==> config.mk <==
export PLATFORM = sky130hd
export DESIGN_NAME = truth_table_sweeper_flat
export DESIGN_NICKNAME = d
export VERILOG_FILES = /design/src/rtl/truth_table_sweeper_pkg.sv /design/src/rtl/truth_table_sweeper_if.sv /design/src/rtl/truth_table_sweeper_tt_settle_timer.sv /design/src/rtl/truth_table_sweeper.sv /design/src/flat_wrapper.sv
export SDC_FILE = /design/constraint.sdc
export NUM_CORES = 1
export LEC_CHECK = 0
export ABC_AREA = 1
export CELL_PAD_IN_SITES_DETAIL_PLACEMENT = 0
export CELL_PAD_IN_SITES_GLOBAL_PLACEMENT = 1
export CORE_AREA = 2 2 65 67
export CTS_BUF_LIST = sky130_fd_sc_hd__clkbuf_8 sky130_fd_sc_hd__clkbuf_16
export DETAILED_ROUTE_END_ITERATION = 7
export DIE_AREA = 0 0 67 69
export MAX_ROUTING_LAYER = met4
export PLACE_DENSITY_LB_ADDON = 0.12
export SYNTH_ARGS = -nofsm -noshare
export SYNTH_HDL_FRONTEND = slang
export SYNTH_SLANG_ARGS = --single-unit
==> constraint.sdc <==
create_clock -name clk -period 1.95 [get_ports clk]
set_clock_uncertainty 0.2 [all_clocks]
set_input_delay 0.39 -clock clk [delete_from_list [all_inputs] [get_ports clk]]
set_output_delay 0.39 -clock clk [all_outputs]
set_load 0.02 [all_outputs]
==> src/rtl/truth_table_sweeper_pkg.sv <==
// Shared types and constants for the truth-table sweeper.
package truth_table_sweeper_pkg;

   typedef enum logic [1:0] {
      IDLE   = 2'd0,
      APPLY  = 2'd1,
      SAMPLE = 2'd2,
      DONE   = 2'd3
   } state_t;

   localparam int DEFAULT_NVARS  = 3;
   localparam int TT_W           = 2 ** DEFAULT_NVARS;
   localparam int DEFAULT_SETTLE = 1;

endpackage

==> src/rtl/truth_table_sweeper_if.sv <==
// Request/result bundle between a sweep controller and the function under test.
interface truth_table_sweeper_if
   import truth_table_sweeper_pkg::*;
   #(parameter int NVARS = DEFAULT_NVARS);

   localparam int TW = 2 ** NVARS;

   logic            start;
   logic [TW-1:0]   expected;
   logic            f;
   logic [NVARS-1:0] vars;
   logic            busy;
   logic            done;
   logic [TW-1:0]   truth;
   logic [NVARS:0]  ones;
   logic            match;

   modport master (
      output start, expected, f,
      input  vars, busy, done, truth, ones, match
   );

   modport slave (
      input  start, expected, f,
      output vars, busy, done, truth, ones, match
   );

endinterface

==> src/rtl/truth_table_sweeper_tt_settle_timer.sv <==
// Loadable down-counter that holds at zero; measures the settle wait per vector.
module tt_settle_timer #(
   parameter int W = 1
) (
   input  logic         clk,
   input  logic         reset,
   input  logic         load,
   input  logic         dec,
   input  logic [W-1:0] load_value,
   output logic [W-1:0] value,
   output logic         zero
);

   logic [W-1:0] value_q;

   // Load has priority over decrement; the count never wraps below zero.
   always_ff @(posedge clk) begin
      if (reset) begin
         value_q <= '0;
      end else if (load) begin
         value_q <= load_value;
      end else if (dec && (value_q != '0)) begin
         value_q <= value_q - W'(1);
      end
   end

   assign value = value_q;
   assign zero  = (value_q == '0);

endmodule

==> src/rtl/truth_table_sweeper.sv <==
// Walks a combinational function through every input vector, captures its
// truth table, counts minterms and compares against an expected table.
module truth_table_sweeper
   import truth_table_sweeper_pkg::*;
#(
   parameter int NVARS  = DEFAULT_NVARS,
   parameter int SETTLE = DEFAULT_SETTLE
) (
   input logic                 clk,
   input logic                 reset,
   truth_table_sweeper_if.slave bus
);

   localparam int TW    = 2 ** NVARS;
   localparam int CNT_W = (SETTLE < 2) ? 1 : $clog2(SETTLE + 1);
   localparam logic [CNT_W-1:0] SETTLE_LOAD = CNT_W'(SETTLE);
   localparam logic [NVARS-1:0] LAST_IDX    = '1;

   state_t           state_q, state_d;
   logic             accept;
   logic             sample;
   logic             load_cnt;
   logic             dec_cnt;
   logic             cnt_zero;
   logic [CNT_W-1:0] cnt_value;
   logic             last_vec;

   logic [NVARS-1:0] idx_q;
   logic [TW-1:0]    truth_q;
   logic [TW-1:0]    exp_q;
   logic [NVARS:0]   ones_q;

   assign last_vec = (idx_q == LAST_IDX);

   tt_settle_timer #(.W(CNT_W)) u_timer (
      .clk        (clk),
      .reset      (reset),
      .load       (load_cnt),
      .dec        (dec_cnt),
      .load_value (SETTLE_LOAD),
      .value      (cnt_value),
      .zero       (cnt_zero)
   );

   // State register.
   always_ff @(posedge clk) begin
      if (reset) begin
         state_q <= IDLE;
      end else begin
         state_q <= state_d;
      end
   end

   // Next-state and control strobes; the settle wait is reloaded whenever a
   // new vector is put on vars so f gets SETTLE+1 full cycles to settle.
   always_comb begin
      state_d  = state_q;
      accept   = 1'b0;
      sample   = 1'b0;
      load_cnt = 1'b0;
      dec_cnt  = 1'b0;
      case (state_q)
         IDLE, DONE: begin
            if (bus.start) begin
               accept   = 1'b1;
               load_cnt = 1'b1;
               state_d  = APPLY;
            end
         end
         APPLY: begin
            if (cnt_zero) begin
               state_d = SAMPLE;
            end else begin
               dec_cnt = (cnt_value != '0);
            end
         end
         SAMPLE: begin
            sample = 1'b1;
            if (last_vec) begin
               state_d = DONE;
            end else begin
               load_cnt = 1'b1;
               state_d  = APPLY;
            end
         end
         default: begin
            state_d = IDLE;
         end
      endcase
   end

   // Table capture, minterm count and vector index; a new sweep wipes any
   // previous result so a partial table never survives.
   always_ff @(posedge clk) begin
      if (reset) begin
         idx_q   <= '0;
         truth_q <= '0;
         exp_q   <= '0;
         ones_q  <= '0;
      end else if (accept) begin
         idx_q   <= '0;
         truth_q <= '0;
         exp_q   <= bus.expected;
         ones_q  <= '0;
      end else if (sample) begin
         truth_q[idx_q] <= bus.f;
         ones_q         <= ones_q + {{NVARS{1'b0}}, bus.f};
         if (!last_vec) begin
            idx_q <= idx_q + NVARS'(1);
         end
      end
   end

   assign bus.vars  = idx_q;
   assign bus.busy  = (state_q == APPLY) || (state_q == SAMPLE);
   assign bus.done  = (state_q == DONE);
   assign bus.truth = truth_q;
   assign bus.ones  = ones_q;
   assign bus.match = (state_q == DONE) && (truth_q == exp_q);

endmodule

==> src/flat_wrapper.sv <==
// flat-port wrapper written by rule: the top's interface ports become plain ports
module truth_table_sweeper_flat import truth_table_sweeper_pkg::*;
#(
   parameter int NVARS  = DEFAULT_NVARS,
   parameter int SETTLE = DEFAULT_SETTLE
)
  (clk, reset, bus_start, bus_expected, bus_f, bus_vars, bus_busy, bus_done, bus_truth, bus_ones, bus_match);
  truth_table_sweeper_if #(.NVARS(NVARS)) bus_i ();
  input logic clk;
  input logic reset;
  input wire logic [$bits(bus_i.start)-1:0] bus_start;
  input wire logic [$bits(bus_i.expected)-1:0] bus_expected;
  input wire logic [$bits(bus_i.f)-1:0] bus_f;
  output wire logic [$bits(bus_i.vars)-1:0] bus_vars;
  output wire logic [$bits(bus_i.busy)-1:0] bus_busy;
  output wire logic [$bits(bus_i.done)-1:0] bus_done;
  output wire logic [$bits(bus_i.truth)-1:0] bus_truth;
  output wire logic [$bits(bus_i.ones)-1:0] bus_ones;
  output wire logic [$bits(bus_i.match)-1:0] bus_match;
  assign bus_i.start = bus_start;
  assign bus_i.expected = bus_expected;
  assign bus_i.f = bus_f;
  assign bus_vars = bus_i.vars;
  assign bus_busy = bus_i.busy;
  assign bus_done = bus_i.done;
  assign bus_truth = bus_i.truth;
  assign bus_ones = bus_i.ones;
  assign bus_match = bus_i.match;
  truth_table_sweeper #(.NVARS(NVARS), .SETTLE(SETTLE)) u_core (.clk(clk), .reset(reset), .bus(bus_i));
endmodule
==> results.md <==
* Dpl hpwl at 2620 µm
* Num CTS Buffers at 3
* Die H at 69 µm
* Initial Util at 34.7%
* Global route overflow at 0
* CP Capture Type: output port
* Rel. slew slack at 68.5%
* First-pass GRT wire length at 5600 µm
* DRC violations left at 0
* Syn-to-layout area delta at 40.1%
* Cell Pwr Density at 694 nW/µm²
* Most frequent cells in the layout: 41 x nand2_1, 24 x dfxtp_1, 22 x buf_4
* Clk slew on worst S/H paths at 0.09 ns
* Yosys warnings at 0
* Period utilisation layout at 97.2%
* Post-Syn Instances at 178
* Net Count, Synth at 198
* Drt wl/cell at 11.8 µm
* Fin area at 1900 µm²
* Largest net degree at the start of global routing at 16
* Synth area leader: dfxtp_1
* HP Start: u_core.exp_q[2]
* WL final at 3300 µm
* CTS sink count at 26
* Initial antenna violation count at 0
* Run status: completed
* Worst Setup Path Type: flip-flop to output port
* Synth unique cells at 27
* TritonRoute pass-1 iters at 4
* H-tree depth at 1
* CP top delay family: buffers and inverters
* Top cells by area, synth: dfxtp_1 38%, nand2_1 11%, ha_1 7.4%
* FF-to-FF path depth at 8
* 1st-iter DRT viols at 50
* Post-CTS Setup Repair Bufs at 0
* Total track usage at 15.8%
* Worst path arrival time at 1.31 ns
* Crit-path slowest cell: clkdlybuf4s50_1
* CP startpoint kind: flip-flop
* Sequential fraction of the synthesis area at 38.3%
* Setup TNS at 0 ns
* Worst skew pair latency at 0.27 ns
* RSZ-0062 raised after global routing: no
* Antenna Cells at 0
* CP cell instances: buf_4 > clkdlybuf4s50_1
* FF-to-FF setup slack at 0.22 ns
* Critical path required time at 1.36 ns
* CP max FO at 2
* Final hold violations at 0
* Reg2reg start: u_core.state_q[1]
* R2r endpoint: u_core.bus.truth[1]
* Longest Clk Path Bufs at 2
* RD Place Congestion at 0.781
* Peak VDD IR at 0.283 mV
* Slew at the pin closest to its max-slew limit at 0.472 ns
* Root buf cell: clkbuf_8
* Most common cell after layout, fill and taps aside: nand2_1
* Setup Viol. Count Final at 0
* #FFs+latches synth at 26
* Crit-path max cell delay at 0.59 ns
* PnR worst setup slack at 0.0537 ns
* F_max at 527 MHz
* I/O pin cnt at 30
* Max-slew violation count at 0
* Hold Buf Count CTS at 0
* Pre-CTS setup slack at -0.0626 ns
* Synth top area share at 38.3%
* Hold path endpoint: u_core.exp_q[2]
* Maximum Capacitance Violations at 0
* Number of synthesized flops with an enable pin at 0
* DP Area at 1840 µm²
* Pleak at 0.877 nW
* Number of global-route vias before repair at 1,249
* CTS tree: done
* Vias at 1,274
* Row Count at 23
* Placeable Area at 3910 µm²
* Vias per cell at 4.57
* Worst min path class: flip-flop to flip-flop
* PortBufs at 29
* Synthesized area at 1360 µm²
* Total die area at 4620 µm²
* Worst Hold Depth at 2
* Hold Slack at 0.289 ns
* Worst Path Buf+Inv at 2
* Share of cells above drive strength 1 at 20.1%
* Minimum clock period at 1.90 ns
* Post-route non-filler standard cell count at 279
* Mean post-synth cell area at 7.63 µm²
* Placed cell count at 275
* Nets@finish at 250
* Top FF cell, synth: dfxtp_1
* Die Wd at 67 µm
* Ys async rst share at 0%
* Post-route ant nets at 0
## registers in the layout (all words and copies together) (netlist names)
name	flops
u_core.state_q	2
u_core.bus.truth	8
u_core.bus.vars	3
u_core.exp_q	8
u_core.u_timer.value	1
u_core.bus.ones	4
## worst reg2reg max path, cell delays in order, from the launching register on
cell and delay (ns):
dfxtp_1 0.32, buf_4 0.14, ha_1 0.29, buf_4 0.16, nand2_4 0.13, inv_4 0.07
nor2_8 0.13, inv_2 0.11, a21oi_1 0.13
## how the worst max path moves through the flow
| stage | start | depth (start not counted) | to |
|---|---|---|---|
| 6_report | u_core.bus.truth[4] | 2 | bus_truth[4] |
| 2_1_floorplan | u_core.state_q[0] | 4 | bus_match |
| 4_1_cts | u_core.bus.vars[2] | 1 | bus_vars[2] |
| 5_1_grt | u_core.bus.ones[2] | 1 | bus_ones[2] |
| 3_3_place_gp | u_core.bus.truth[0] | 7 | bus_match |
| 3_5_place_dp | u_core.bus.truth[0] | 7 | bus_match |
## what timing repair did
item                                   CTS  global route
endpoints found under the hold margin    0             0
resized for setup                       16             3
setup endpoints to repair                9             3
## stage by stage
stage | total power [W] | util [%]
after floorplan | 0.000768 | -
after global placement | 0.000882 | 47.1
after detailed placement | 0.000890 | 47.1
after CTS | 0.00134 | 48.5
after global routing | 0.00140 | 48.7
final | 0.00132 | 48.7
## synth_stat cells (3+ instances only)
library cell	number
a211oi_2	5
a21oi_1	18
dfxtp_1	26
ha_1	8
inv_1	21
nand2_1	41
nand3_1	5
nor2_1	20
nor3_1	3
o21ai_0	7
## power by group
part           internal, W  switching [W]
sequential        0.000562      0.0000189
clock             0.000275       0.000178
combinational     0.000132       0.000156
## cells by family (layout without fill, tap and decap cells)
family          after synthesis  in the layout  synth area share, %
compound gates               35             35                 16.3
simple gates                 78             78                 26.7
buf+inv                      28             79                 9.39
xor+xnor                      3              3                 1.93
flops                        26             26                 38.3
fa+ha+maj                     8              8                 7.37
## area by class of cell
cell class / count / area (µm²)
fillers: 407 / 2010
multi-input cells: 124 / 711
flip-flops and latches: 26 / 523
repair buffers: 51 / 442
inverters: 24 / 95.1
well taps: 50 / 62.6
clock buffers: 3 / 41.3
clock inverters: 1 / 30.0
## routing by layer
layer / vias to the layer above / track usage (%) / routed length, µm
li1: 669 / - / -
met1: 583 / 20.1 / 1480
met2: 20 / 25.9 / 1680
met3: 2 / 1.47 / 109
met4: 0 / 5.44 / 24
met5: - / - / 0
(Power assumes the default switching activity.)
